$ cat src/rtl/mem_arbiter.sv
// mem_arbiter: two-requester memory arbiter (instruction fetch and load/store
// unit) in front of a single-outstanding memory port.
//
// Handshake: a requester raises req with a stable payload and holds both
// until it sees its gnt. gnt is combinational and marks the cycle in which
// the request is accepted. The memory access runs with o_mem_req high and a
// frozen payload until i_mem_ack (or a timeout). The answer comes back as a
// one-cycle rvalid pulse with no back-pressure, and rerr flags a timeout.
module mem_arbiter #(
   parameter int STARVE_MAX = 4,    // LSU grants allowed while fetch waits, 1..15
   parameter int TIMEOUT    = 255   // cycles before an unacked access aborts, 2..255
) (
   input  logic        i_clk,
   input  logic        i_rst_n,
   // fetch port
   input  logic        i_if_req,
   input  logic [31:0] i_if_addr,
   output logic        o_if_gnt,
   output logic        o_if_rvalid,
   output logic        o_if_rerr,
   output logic [31:0] o_if_rdata,
   // load/store port
   input  logic        i_ls_req,
   input  logic        i_ls_we,
   input  logic [31:0] i_ls_addr,
   input  logic [31:0] i_ls_wdata,
   input  logic [3:0]  i_ls_be,
   output logic        o_ls_gnt,
   output logic        o_ls_rvalid,
   output logic        o_ls_rerr,
   output logic [31:0] o_ls_rdata,
   // memory port
   output logic        o_mem_req,
   output logic        o_mem_we,
   output logic [31:0] o_mem_addr,
   output logic [31:0] o_mem_wdata,
   output logic [3:0]  o_mem_be,
   input  logic        i_mem_ack,
   input  logic [31:0] i_mem_rdata
);

   typedef enum logic [1:0] {
      IDLE    = 2'd0,
      BUSY_IF = 2'd1,
      BUSY_LS = 2'd2
   } state_t;

   // Saturation point of the starvation counter and the last wait-counter
   // value before an access is abandoned.
   localparam logic [3:0] STARVE_TOP = 4'(STARVE_MAX);
   localparam logic [7:0] WAIT_LAST  = 8'(TIMEOUT - 1);

   state_t     state;
   logic [3:0] starve_cnt;   // LSU grants given while fetch was waiting
   logic [7:0] wait_cnt;     // busy cycles elapsed without ack
   logic       if_win;
   logic       ls_win;

   // Arbitration: LSU first, unless fetch has been passed over STARVE_MAX
   // times. Grants exist only in IDLE and are held low during reset.
   always_comb begin
      if_win = 1'b0;
      ls_win = 1'b0;
      if (i_rst_n && (state == IDLE)) begin
         if (i_if_req && (!i_ls_req || (starve_cnt == STARVE_TOP))) begin
            if_win = 1'b1;
         end else if (i_ls_req) begin
            ls_win = 1'b1;
         end
      end
   end

   assign o_if_gnt = if_win;
   assign o_ls_gnt = ls_win;

   // Control FSM with registered memory-side and response outputs.
   always_ff @(posedge i_clk or negedge i_rst_n) begin
      if (!i_rst_n) begin
         state       <= IDLE;
         starve_cnt  <= 4'd0;
         wait_cnt    <= 8'd0;
         o_mem_req   <= 1'b0;
         o_mem_we    <= 1'b0;
         o_mem_addr  <= 32'h0;
         o_mem_wdata <= 32'h0;
         o_mem_be    <= 4'h0;
         o_if_rvalid <= 1'b0;
         o_if_rerr   <= 1'b0;
         o_if_rdata  <= 32'h0;
         o_ls_rvalid <= 1'b0;
         o_ls_rerr   <= 1'b0;
         o_ls_rdata  <= 32'h0;
      end else begin
         // Response strobes are single-cycle pulses.
         o_if_rvalid <= 1'b0;
         o_if_rerr   <= 1'b0;
         o_ls_rvalid <= 1'b0;
         o_ls_rerr   <= 1'b0;

         case (state)
            IDLE: begin
               // Any i_mem_ack seen here belongs to nothing and is dropped.
               if (if_win) begin
                  state       <= BUSY_IF;
                  wait_cnt    <= 8'd0;
                  starve_cnt  <= 4'd0;
                  o_mem_req   <= 1'b1;
                  o_mem_we    <= 1'b0;
                  o_mem_addr  <= i_if_addr;
                  o_mem_wdata <= 32'h0;
                  o_mem_be    <= 4'hF;
               end else if (ls_win) begin
                  state       <= BUSY_LS;
                  wait_cnt    <= 8'd0;
                  o_mem_req   <= 1'b1;
                  o_mem_we    <= i_ls_we;
                  o_mem_addr  <= i_ls_addr;
                  o_mem_wdata <= i_ls_wdata;
                  o_mem_be    <= i_ls_be;
                  // Only grants that overtake a waiting fetch count.
                  if (i_if_req && (starve_cnt != STARVE_TOP)) begin
                     starve_cnt <= starve_cnt + 4'd1;
                  end
               end
            end

            BUSY_IF, BUSY_LS: begin
               if (i_mem_ack) begin
                  // Normal completion; an ack on the timeout cycle lands here.
                  if (state == BUSY_IF) begin
                     o_if_rvalid <= 1'b1;
                     o_if_rdata  <= i_mem_rdata;
                  end else begin
                     o_ls_rvalid <= 1'b1;
                     o_ls_rdata  <= o_mem_we ? 32'h0 : i_mem_rdata;
                  end
                  state       <= IDLE;
                  wait_cnt    <= 8'd0;
                  o_mem_req   <= 1'b0;
                  o_mem_we    <= 1'b0;
                  o_mem_addr  <= 32'h0;
                  o_mem_wdata <= 32'h0;
                  o_mem_be    <= 4'h0;
               end else if (wait_cnt == WAIT_LAST) begin
                  // Memory never answered: abandon and report an error.
                  if (state == BUSY_IF) begin
                     o_if_rvalid <= 1'b1;
                     o_if_rerr   <= 1'b1;
                     o_if_rdata  <= 32'h0;
                  end else begin
                     o_ls_rvalid <= 1'b1;
                     o_ls_rerr   <= 1'b1;
                     o_ls_rdata  <= 32'h0;
                  end
                  state       <= IDLE;
                  wait_cnt    <= 8'd0;
                  o_mem_req   <= 1'b0;
                  o_mem_we    <= 1'b0;
                  o_mem_addr  <= 32'h0;
                  o_mem_wdata <= 32'h0;
                  o_mem_be    <= 4'h0;
               end else begin
                  wait_cnt <= wait_cnt + 8'd1;
               end
            end

            default: begin
               state     <= IDLE;
               o_mem_req <= 1'b0;
            end
         endcase
      end
   end

   // Invariant: never grant both requesters in one cycle.
   a_one_gnt: assert property (@(posedge i_clk) disable iff (!i_rst_n)
      !(o_if_gnt && o_ls_gnt));

   // Invariant: grants only come out of IDLE.
   a_gnt_idle: assert property (@(posedge i_clk) disable iff (!i_rst_n)
      (o_if_gnt || o_ls_gnt) |-> (state == IDLE));

   // Invariant: the memory request tracks the busy states exactly.
   a_req_busy: assert property (@(posedge i_clk) disable iff (!i_rst_n)
      o_mem_req == (state != IDLE));

   // Invariant: an error flag never appears without its response pulse.
   a_rerr_valid: assert property (@(posedge i_clk) disable iff (!i_rst_n)
      (!o_if_rerr || o_if_rvalid) && (!o_ls_rerr || o_ls_rvalid));

endmodule

$ cat config.mk
export PLATFORM = sky130hd
export DESIGN_NAME = mem_arbiter
export DESIGN_NICKNAME = d
export VERILOG_FILES = /design/src/rtl/mem_arbiter.sv
export SDC_FILE = /design/constraint.sdc
export NUM_CORES = 1
export LEC_CHECK = 0
export BUFFER_PORTS_ARGS = -buffer_cell sky130_fd_sc_hd__buf_4
export CAP_MARGIN = 20
export CORE_AREA = 3 3 139 141
export DETAILED_ROUTE_END_ITERATION = 16
export DIE_AREA = 0 0 142 144
export GPL_TIMING_DRIVEN = 0
export HOLD_SLACK_MARGIN = 0.15
export PLACE_DENSITY_LB_ADDON = 0.3
export SLEW_MARGIN = 40
export SYNTH_ARGS = -nofsm -noshare
export SYNTH_HDL_FRONTEND = slang
export SYNTH_SLANG_ARGS = --single-unit
$ cat constraint.sdc
create_clock -name i_clk -period 1.9 [get_ports i_clk]
set_input_delay 0 -clock i_clk [delete_from_list [all_inputs] [get_ports i_clk]]
set_output_delay 0 -clock i_clk [all_outputs]
set_load 0.005 [all_outputs]
==> metrics <==
Pre-antenna DRT Iters=5; # fillers=approximately 1,300; final WL=~22 mm; fin cells=between 1,000 and 1,500; Yosys cell types=39; # DRC=0; most frequent cells in the layout=buf_4, dfrtp_1, dlygate4sd3_1, a22o_1, o2bb2ai_1; Setup crit end kind=register; commonest non-fill, non-tap cell in the layout=buf_4; Critical Path RT=2250 ps; crit path kind=reg2reg; clock net sink count=approximately 150; Post-CTS Hold Buffers=between 100 and 150; Congestion Overflow GR=0; Hold Violations, Final=0; Slew headroom=a little over three fifths; clk buf depth=2; leakage=between 5 and 6 nW; initial DRC count=about 180; Cell Area, Synth=6330 um2; startpoint types=register; clock root buffer=clkbuf_16; routability cong.=between 0.8 and 0.9; Die Area=roughly 20,000 um2; Cell Chain, Critical Path=inv_1 -> ha_1 -> nand3b_1 -> nand2_2 -> nand2_4 -> clkinv_8 -> clkbuf_4 -> nor4b_2 -> a21o_1; Vias/cell=5.07; maxcap violations=0; Final Skew=approximately 7.4 ps; register area share after synthesis=approximately 60%; worst min path class=in2async; first-pass GRT wire length=around 33 mm; Final setup viols=0; power density cells=between 1000 and 1500 nW/um2; synth-to-layout area growth=80.5%; Post-Syn Area per Cell=13.0 um2; max-slew violations=0; RSZ-0062 raised after global routing=true; initial antenna violation count=0; CTS tree=built; total core area=~18,000 um2; YS warnings=0; CP delay by family, top=simple AND/OR/NAND/NOR gates; Post-Syn Instances=approximately 500; Avg WL per Cell=18.5 um; dpl cell area=approximately 8800 um2; VDD IR max=approximately 740 uV; register bit total from synthesis=roughly 150; final net count=roughly 1,100; status=complete, no violations; Post-DRT Antenna Nets=0; vias in the first global route=around 6,300; TritonCTS buffer count=17; clk slew on worst S/H paths=about 70 ps; top fanout value on the critical path=10; critical path depth=9; placed insts=about 1,000; worst path bufs/invs=3; chip width=about 140 um; design area=roughly 11,000 um2; fmax=about 530 MHz; Worst path slowest cell=dfrtp_1; largest net degree at the start of global routing=70; CTS H-tree depth=4; IO Port Bufs=~280; worst-margin pin slew=554 ps; # rows=49; die height=approximately 140 um; layout cell share with drive strength beyond 1=between 40% and 50%; Final HPWL DP=around 14 mm; # IOs=approximately 280; FF-to-FF path depth=9; gr usage total=between 20% and 30%; Starting Density=35.0%; minimum clock period=approximately 1900 ps; CP arrival=around 2200 ps; Post-Syn Nets=632; Vias=about 6,000; fin crit share=99.2%; CP max stage delay=~420 ps; Inserted Diodes=0; Clock Latency Late Sink=between 400 and 500 ps
[per-layer routing]
layer	vias up	track usage, %	part of all wire (%)
li1	2789	-	-
met3	35	4.50	6.6
met1	2942	26.4	42
met4	0	7.98	2.3
met2	282	33.5	49
met5	-	0	0
[cell usage after synthesis, drive strengths merged]
master / n / share of area [%]
dfrtp: 152 / 60
a22o: 65 / 9.0
o2bb2ai: 37 / 5.1
mux2i: 36 / 5.7
a21o: 34 / 4.0
nor4b: 33 / 4.6
clkbuf: 22 / 1.3
buf: 19 / 1.8
nand2: 14 / 0.83
inv: 11 / 0.65
o21ai: 9 / 0.71
nor2: 8 / 0.47
nand3: 7 / 0.55
ha: 6 / 1.2
a21oi: 5 / 0.57
and3: 5 / 0.49
nand2b: 2 / 0.20
nand3b: 2 / 0.24
nand4: 2 / 0.20
nor2b: 2 / 0.20
nor4: 2 / 0.20
o22a: 2 / 0.28
o22ai: 2 / 0.20
a21boi: 1 / 0.12
a221oi: 1 / 0.14
and3b: 1 / 0.14
and4: 1 / 0.18
nor3: 1 / 0.079
o2111a: 1 / 0.18
o211ai: 1 / 0.12
o21a: 1 / 0.12
o31ai: 1 / 0.12
or2: 1 / 0.099
xnor2: 1 / 0.14
[tightest hold or removal path, stage by stage]
cell    delay (ps)
buf_8           70
buf_12          80
buf_12          80
buf_12          80
buf_12          80
buf_12          80
buf_12         110
buf_16         270
[cell families after synthesis]
group,after synthesis,synth area share (%)
adders and majority gates,6,1.19
buffers and inverters,52,3.74
DFF,152,60.1
AOI/OAI and AO/OA,160,20.7
and+or+nand+nor,81,8.44
xor gates and xnor gates,1,0.138
muxes,36,5.69
[power breakdown]
group | switching, W | internal, W
Clock | 0.00142 | 0.00187
Combinational | 0.00316 | 0.00384
Sequential | 0.000729 | 0.00447
Total | 0.00532 | 0.0102
[stage by stage]
step                TNS (ps)  setup slack, ps  util, %  hold WS [ps]  total power, W
floorplan                  0              115        -          -296         0.00798
global placement     -114070            -1550     48.1           228          0.0109
detailed placement    -50810             -508     48.4          -148          0.0111
CTS                        0             2.13     61.3          60.1          0.0151
global route           -1300            -93.9     63.2          85.9          0.0164
finish                     0             14.8     63.2          62.6          0.0155
[sequential cells by signal, indices dropped and copies added (netlist names)]
name and flops:
o_ls_rerr 1, o_mem_req 1, wait_cnt 8, o_if_rerr 1, state 2, starve_cnt 4
o_mem_wdata 32, o_ls_rvalid 1, o_mem_we 1, o_if_rdata 32, o_mem_addr 32, o_if_rvalid 1
o_mem_be 4, o_ls_rdata 32
[area by class of cell]
| type | count | area [um2] | area share, % |
|---|---|---|---|
| well taps | 229 | 287 | 2.51 |
| clock inverters | 14 | 139 | 1.22 |
| repair buffers | 445 | 3810 | 33.4 |
| multi-input cells | 284 | 2590 | 22.7 |
| clock buffers | 18 | 439 | 3.84 |
| inverters | 11 | 53.8 | 0.471 |
| plain buffers | 39 | 297 | 2.60 |
| flip-flops and latches | 152 | 3800 | 33.3 |
[path summary, 6_finish.rpt]
kind | startpoint | end | slack (ps)
setup / recovery | starve_cnt[0]$_DFFE_PN0P_ | o_mem_wdata[26]$_DFFE_PN0P_ | 10
setup reg to reg | starve_cnt[0]$_DFFE_PN0P_ | o_mem_wdata[26]$_DFFE_PN0P_ | 10
hold reg to reg | o_mem_wdata[8]$_DFFE_PN0P_ | o_mem_wdata[8]$_DFFE_PN0P_ | 480
hold / removal | i_rst_n | o_mem_addr[31]$_DFFE_PN0P_ | 60
max in group asynchronous | i_rst_n | o_if_rdata[28]$_DFFE_PN0P_ | 1430
min in group i_clk | i_mem_rdata[5] | o_if_rdata[5]$_DFFE_PN0P_ | 350
[repair_timing]
action	4_1_cts	5_1_grt
cloned	1	0
endpoints found under the hold margin	292	132
pin swaps	3	5
setup endpoints to repair	140	126
resized for setup	53	78
setup buffers	11	11
No activity file was read; power rests on OpenSTA's default activity.
